## config.mk

```make
export PLATFORM = sky130hd
export DESIGN_NAME = rom_arbiter
export DESIGN_NICKNAME = d
export VERILOG_FILES = /design/src/rtl/rom_arbiter_pkg.sv /design/src/rtl/rom_4x4.sv /design/src/rtl/rom_arbiter.sv
export SDC_FILE = /design/constraint.sdc
export NUM_CORES = 1
export LEC_CHECK = 0
export CORE_ASPECT_RATIO = 1.2
export CORE_MARGIN = 4
export CORE_UTILIZATION = 49
export CTS_CLUSTER_DIAMETER = 100
export DETAILED_ROUTE_END_ITERATION = 8
export PLACE_DENSITY = 0.83
export SLEW_MARGIN = 10
export SYNTH_ARGS = -nofsm -noshare
export SYNTH_HDL_FRONTEND = slang
export SYNTH_SLANG_ARGS = --single-unit
```

## constraint.sdc

```tcl
create_clock -name clk_2 -period 2.4 [get_ports clk_2]
set_input_delay 0.48 -clock clk_2 [delete_from_list [all_inputs] [get_ports clk_2]]
set_output_delay 0.48 -clock clk_2 [all_outputs]
set_load 0.01 [all_outputs]
```

## src/rtl/rom_arbiter_pkg.sv

```systemverilog
// Shared types and ROM contents for the ROM arbiter: FSM states, grant owner
// encoding and the four constant ROM words.
package rom_arbiter_pkg;

    localparam int NBITS_ADDR_DEF = 2;
    localparam int NBITS_DATA_DEF = 4;
    localparam int SCAN_DIV_DEF   = 4;

    typedef enum logic [1:0] {
        IDLE,
        RD_MAN,
        RD_SCAN
    } state_t;

    typedef enum logic {
        OWN_MAN  = 1'b0,
        OWN_SCAN = 1'b1
    } owner_t;

    localparam logic [3:0] DADO_00 = 4'b0011;
    localparam logic [3:0] DADO_01 = 4'b0110;
    localparam logic [3:0] DADO_10 = 4'b1001;
    localparam logic [3:0] DADO_11 = 4'b1100;

endpackage

```

## src/rtl/rom_4x4.sv

```systemverilog
// Combinational constant ROM; addresses past the four defined words read zero.
module rom_4x4
    import rom_arbiter_pkg::*;
#(
    parameter int NBITS_ADDR = NBITS_ADDR_DEF,
    parameter int NBITS_DATA = NBITS_DATA_DEF
) (
    input  logic [NBITS_ADDR-1:0] addr,
    output logic [NBITS_DATA-1:0] data
);

    always_comb begin
        data = '0;
        case (addr)
            NBITS_ADDR'(0): data = NBITS_DATA'(DADO_00);
            NBITS_ADDR'(1): data = NBITS_DATA'(DADO_01);
            NBITS_ADDR'(2): data = NBITS_DATA'(DADO_10);
            NBITS_ADDR'(3): data = NBITS_DATA'(DADO_11);
            default:        data = '0;
        endcase
    end

endmodule

```

## src/rtl/rom_arbiter.sv

```systemverilog
// Shares the constant ROM between a manual port and a periodic auto-scan
// engine; each read is a grant cycle plus a read cycle, round-robin on ties.
module rom_arbiter
    import rom_arbiter_pkg::*;
#(
    parameter int NBITS_ADDR = NBITS_ADDR_DEF,
    parameter int NBITS_DATA = NBITS_DATA_DEF,
    parameter int SCAN_DIV   = SCAN_DIV_DEF
) (
    input  logic                  clk_2,
    input  logic                  reset,
    input  logic                  man_req,
    input  logic [NBITS_ADDR-1:0] man_addr,
    output logic                  man_ack,
    output logic [NBITS_DATA-1:0] man_data,
    input  logic                  scan_en,
    output logic [NBITS_ADDR-1:0] scan_addr,
    output logic [NBITS_DATA-1:0] scan_data,
    output logic                  scan_valid,
    output logic                  busy,
    output logic                  grant_owner
);

    localparam int TW = (SCAN_DIV > 1) ? $clog2(SCAN_DIV) : 1;

    state_t                  state, state_nxt;
    owner_t                  owner, owner_nxt;
    logic [NBITS_ADDR-1:0]   rd_addr, rd_addr_nxt;
    logic [TW-1:0]           tick_cnt;
    logic                    scan_pend;
    logic                    tick;
    logic [NBITS_DATA-1:0]   rom_data;

    rom_4x4 #(
        .NBITS_ADDR (NBITS_ADDR),
        .NBITS_DATA (NBITS_DATA)
    ) u_rom (
        .addr (rd_addr),
        .data (rom_data)
    );

    assign tick        = scan_en && (tick_cnt == TW'(SCAN_DIV - 1));
    assign busy        = (state != IDLE);
    assign grant_owner = owner;

    // Manual wins unless scan is pending and manual owned the last grant.
    always_comb begin
        state_nxt   = state;
        owner_nxt   = owner;
        rd_addr_nxt = rd_addr;
        case (state)
            IDLE: begin
                if (man_req && (!scan_pend || owner == OWN_SCAN)) begin
                    state_nxt   = RD_MAN;
                    owner_nxt   = OWN_MAN;
                    rd_addr_nxt = man_addr;
                end else if (scan_pend) begin
                    state_nxt   = RD_SCAN;
                    owner_nxt   = OWN_SCAN;
                    rd_addr_nxt = scan_addr;
                end
            end
            RD_MAN:  state_nxt = IDLE;
            RD_SCAN: state_nxt = IDLE;
            default: state_nxt = IDLE;
        endcase
    end

    always_ff @(posedge clk_2) begin
        if (reset) begin
            state      <= IDLE;
            owner      <= OWN_SCAN;
            rd_addr    <= '0;
            man_ack    <= 1'b0;
            man_data   <= '0;
            scan_data  <= '0;
            scan_valid <= 1'b0;
            scan_addr  <= '0;
            tick_cnt   <= '0;
            scan_pend  <= 1'b0;
        end else begin
            state      <= state_nxt;
            owner      <= owner_nxt;
            rd_addr    <= rd_addr_nxt;
            man_ack    <= (state == RD_MAN);
            scan_valid <= (state == RD_SCAN);
            if (state == RD_MAN)
                man_data <= rom_data;
            if (state == RD_SCAN)
                scan_data <= rom_data;
            // Pointer advances after the pulse so scan_addr matches scan_data.
            if (scan_valid)
                scan_addr <= scan_addr + 1'b1;
            if (!scan_en) begin
                tick_cnt  <= '0;
                scan_pend <= 1'b0;
            end else begin
                tick_cnt <= tick ? '0 : tick_cnt + 1'b1;
                // Completion clears the request; a coincident tick is dropped.
                if (state == RD_SCAN)
                    scan_pend <= 1'b0;
                else if (tick)
                    scan_pend <= 1'b1;
            end
        end
    end

endmodule

```

Yosys cells after proc, flatten, opt, wreduce, memory -nomap -nowiden
Index checks and enable logic that the tools add are counted.
{ "word_totals": {"ff_bits": 20, "elab_cells": 41, "out_inout_bits": 14, "input_bits": 6} }
{ "op_classes": {"n_eq_ne": 6, "reduce_logical": 13, "n_addsub": 2, "bitwise_logic": 2, "n_mux": 7} }
{ "op_table": {"columns": ["operator", "count"], "rows": [
  ["case mux 4 bit (4 select lines)", 1],
  ["OR reduction 3 bit", 3],
  ["== test 2 bit, second input constant", 4],
  ["adder 2 x 1 -> 2 bit, second input constant", 2],
  ["== test 2 x 1 -> 1 bit, second input constant", 2],
  ["zero test 2 bit", 2],
  ["two-way mux 1 bit", 4],
  ["two-way mux 2 bit", 2],
  ["nonzero test 2 bit", 2],
  ["logical AND 1 bit", 2],
  ["inverter 1 bit", 2],
  ["AND reduction 2 bit", 1],
  ["OR reduction 2 bit", 1],
  ["zero test 1 bit", 1],
  ["logical OR 1 bit", 1]
]} }

Longest topological paths before layout
{ "logic_depth": {"depth_word": 5, "ltp_mapped": 4, "ltp_nobuf": 4} }

Cells and area by module
From an unflattened synthesis, not the netlist that was laid out.
{ "unflattened": {"hier_cells": 83, "hier_area_um2": 777.0} }
{ "by_module_without_submodules": {"columns": ["module", "area_per_inst_um2", "cells_each", "instances", "seq_area_each_um2"], "rows": [
  ["rom_arbiter", 762.0, 79, 1, 400.4],
  ["rom_4x4", 15.0, 4, 1, 0.0]
]} }

Worst setup path after synthesis
Ideal clock, no wire load.
{ "synth_timing": {"path_type": "in2reg", "from": "in man_req", "to": "reg rd_addr[0]", "t_arrival_ps": 1067, "stages": 3, "required_time_ps": 2312, "setup_ps": 88, "path_slack_ps": 1245, "path_buffers": 0, "path_cell_list": "or2_4 and2_4 a311oi_2"} }
{ "synth_between": {"elab_chain_len": 3, "word_cells_on_any_way": 4, "classes_between": "1 x mux; 3 x reduce/logical"} }
{ "synth_lines": {"columns": ["item", "line", "source"], "rows": [
  ["from (decl)", "rom_arbiter.sv:12", "input logic man_req,"],
  ["logical AND 1 bit *", "rom_arbiter.sv:53", "if (man_req && (!scan_pend || owner == OWN_SCAN)) begin"],
  ["nonzero test 2 bit (no source line)", null, null],
  ["AND reduction 2 bit (no source line)", null, null],
  ["to (signal assigned)", "rom_arbiter.sv:84", "rd_addr <= rd_addr_nxt;"],
  ["to (decl)", "rom_arbiter.sv:28", "logic [NBITS_ADDR-1:0] rd_addr, rd_addr_nxt;"]
]} }
Mark *: on every way between the ends. The rest lies on a longest branch, timed or not.
A chain may end at the register's enable or synchronous reset.

Final worst setup path
{ "layout_timing": {"from": "reg state[0]", "to": "out busy"} }
{ "layout_between": {"elab_chain_len": 1} }
{ "layout_lines": {"columns": ["item", "line", "source"], "rows": [
  ["from (decl)", "rom_arbiter.sv:26", "state_t state, state_nxt;"],
  ["from (signal assigned)", "rom_arbiter.sv:82", "state <= state_nxt;"],
  ["nonzero test 2 bit", "rom_arbiter.sv:43", "assign busy = (state != IDLE);"],
  ["to (decl)", "rom_arbiter.sv:20", "output logic busy,"]
]} }
Every way passes these cells.

==> run summary <==
DP Wirelength = 990 um
R2r endpoint = scan_data[3]
Crit. path cell count = 3
Fmax = 0.509 GHz
Die Y = 51.4 um
Vias per cell = 5.03
Most common cell after layout, fill and taps aside = dfxtp_1
# clock sinks = 20
Final WL = 1380 um
Lkg Pwr = 0.401 nW
MaxCap Viol Count = 0
TritonCTS clock tree = built
Die Wd = 44.1 um
Post-synthesis sequential area ratio = 52.1%
DRT antenna net count = 0
PwrDens = 566 mW/mm2
Maximum fanout along the worst path = 7
Placed cell areas = 973 um2
Clk buf depth = 2
Setup Viol. Count Final = 0
First-pass GRT wire length = 2400 um
Relative slew margins = 80.2%
Actual slew at the worst max-slew pin = 0.297 ns
Setup repair bufs after CTS = 0
Grt met2 use = 22.8%
Clock root buffer = clkbuf_4
Worst setup margin = 0.437 ns
Antenna diode count = 0
Core Region = 0.00146 mm2
Ports = 20
Worst Path Arrival = 1.48 ns
Worst setup EP type = primary output
Setup WS pre-CTS = 0.709 ns
Post-route minimum period = 1.96 ns
Final Instance Area = 996 um2
Syn nets = 86
Post-cts sizing count = 0
Crit-path leading delay family = buffers and inverters
Clk pin slew, worst setup/hold paths = 0.10 ns
Area of the multi-input gates = 347 um2
Reg2reg start = state[0]
Storage cell area = 400 um2
Outcome = complete, no violations
Met1 GRT Util = 16.8%
DRC errors left = 0
Met3 GRT Util = 3.52%
Floorplan row count = 15
Area Growth Syn to Fin = 29.6%
Peak VDD IR = 0.328 mV
Largest net degree at the start of global routing = 12
Drt first pass iters = 3
Period utilisation layout = 81.8%
H-Tree Depth = 1
Fin nets = 108
Vias in the first global route = 567
Count of final hold-check violations = 0
GP Congestion = 0.707
Busiest grt layer = met2
Setup Skew = 0.00268 ns
Most frequent cells in the layout = dfxtp_1 (20), clkdlybuf4s50_1 (19), nor2_1 (13)
R2r setup slk = 1.25 ns
Crit-path cells = nor2_2 -> inv_2 -> clkdlybuf4s50_1
Buffer and inverter count on the worst path = 2
Mean area per synthesized cell = 9.72 um2
Die ar. = 0.00227 mm2
Reg2Reg Depth = 3
Final Util = 68.0%
Yosys warnings = 0
RSZ-0062 raised after global routing = false
WL per Instance = 11.9 um
Vias after detailed routing = 584
Worst setup path category = reg -> out
CP Data Required Time = 1.92 ns
Distinct cells, synth = 24
Worst-Skew Late Latency = 0.29 ns
Setup crit start kind = flip-flop
Synthesized cell area = 768 um2
HP Class = reg -> reg
Crit-path slowest cell = clkdlybuf4s50_1
Yosys reg bits = 20
CP startpoint = state[0]
Setup crit end = busy
Initial antenna violation count = 0
Layout fillers = 123
Global route overflow = 0
Synthesized instance count = 79
Starting Density = 52.5%
Post-CTS Hold Fix Bufs = 0
1st-iter DRT viols = 8
GRT Resource Usage Total = 14.6%
Port Buffers = 19
Total CTS buffers = 3
Max Slew Vio Count = 0
Share of cells above drive strength 1 = 11.1%
CP peak stage delay = 0.48 ns
Setup_tns = 0 ns
[registers in the layout, indices dropped and copies added (netlist names)]
signal       flops
grant_owner      1
man_ack          1
man_data         4
rd_addr          2
scan_addr        2
scan_data        4
scan_pend        1
scan_valid       1
state            2
tick_cnt         2
[how the worst min path moves through the flow]
stage | startpoint | endpoint | slack (ns) | cells after the start
6_report | tick_cnt[0] | tick_cnt[0] | 0.45 | 1
5_1_grt | tick_cnt[0] | tick_cnt[0] | 0.47 | 1
4_1_cts | tick_cnt[0] | tick_cnt[0] | 0.44 | 1
3_5_place_dp | tick_cnt[0] | tick_cnt[0] | 0.42 | 1
3_3_place_gp | tick_cnt[0] | tick_cnt[0] | 0.41 | 1
2_1_floorplan | tick_cnt[0] | tick_cnt[0] | 0.40 | 1
[stage by stage]
stage / power, mW / hold slack [ns] / std cells
floorplan: 0.391 / 0.404 / 79
global placement: 0.417 / 0.414 / 113
detailed placement: 0.419 / 0.425 / 113
CTS: 0.571 / 0.442 / 116
global route: 0.596 / 0.471 / 116
finish: 0.563 / 0.446 / 116
[cell type report]
cell class / instances / share of cell area, %
Clock buffer: 3 / 2.26
Inverter: 2 / 0.754
Multi-Input combinational cell: 54 / 34.8
Sequential cell: 20 / 40.2
Tap cell: 17 / 2.14
Timing Repair Buffer: 20 / 19.8
[per-layer routing]
metal / wire (um) / share of wire [%]
met4: 47 / 3.4
met1: 637 / 46
met3: 63 / 4.6
met2: 627 / 46
met5: 0 / 0
[power breakdown]
group	switching [mW]	internal, mW
combinational	0.0266	0.0337
sequential	0.00896	0.342
clock	0.0936	0.0585
[worst reg2reg max path, cell delays in order, from the launching register on]
cell      delay (ns)
dfxtp_1         0.44
nand2b_1        0.31
mux2i_1         0.24
nor2_1          0.06
[cells by family after synthesis]
group	count (synthesis)	synth area share [%]
buffers and inverters	5	2.77
adders and majority gates	1	1.63
AOI/OAI and AO/OA	12	10.7
xor gates and xnor gates	2	2.28
muxes	4	5.21
and+or+nand+nor	35	25.2
DFF	20	52.1
[synth_stat cells, drive strengths merged]
master   n  area (um2)
buf      2        10.0
nor2b    1        8.76
inv      2        7.50
xnor2    1        8.76
dfxtp   20         400
o21bai   1        7.51
mux2i    4        40.0
and2     1        8.76
nand2    2        7.51
a21oi    7        35.0
clkbuf   1        3.75
nand3    2        10.0
a311oi   2        30.0
nor3b    6        45.0
or2      1        8.76
and4b    1        10.0
xor2     1        8.76
o21ai    2        10.0
nor2    14        55.1
nor3     3        15.0
nand2b   4        25.0
ha       1        12.5
Power figures use the tool's default switching activity.
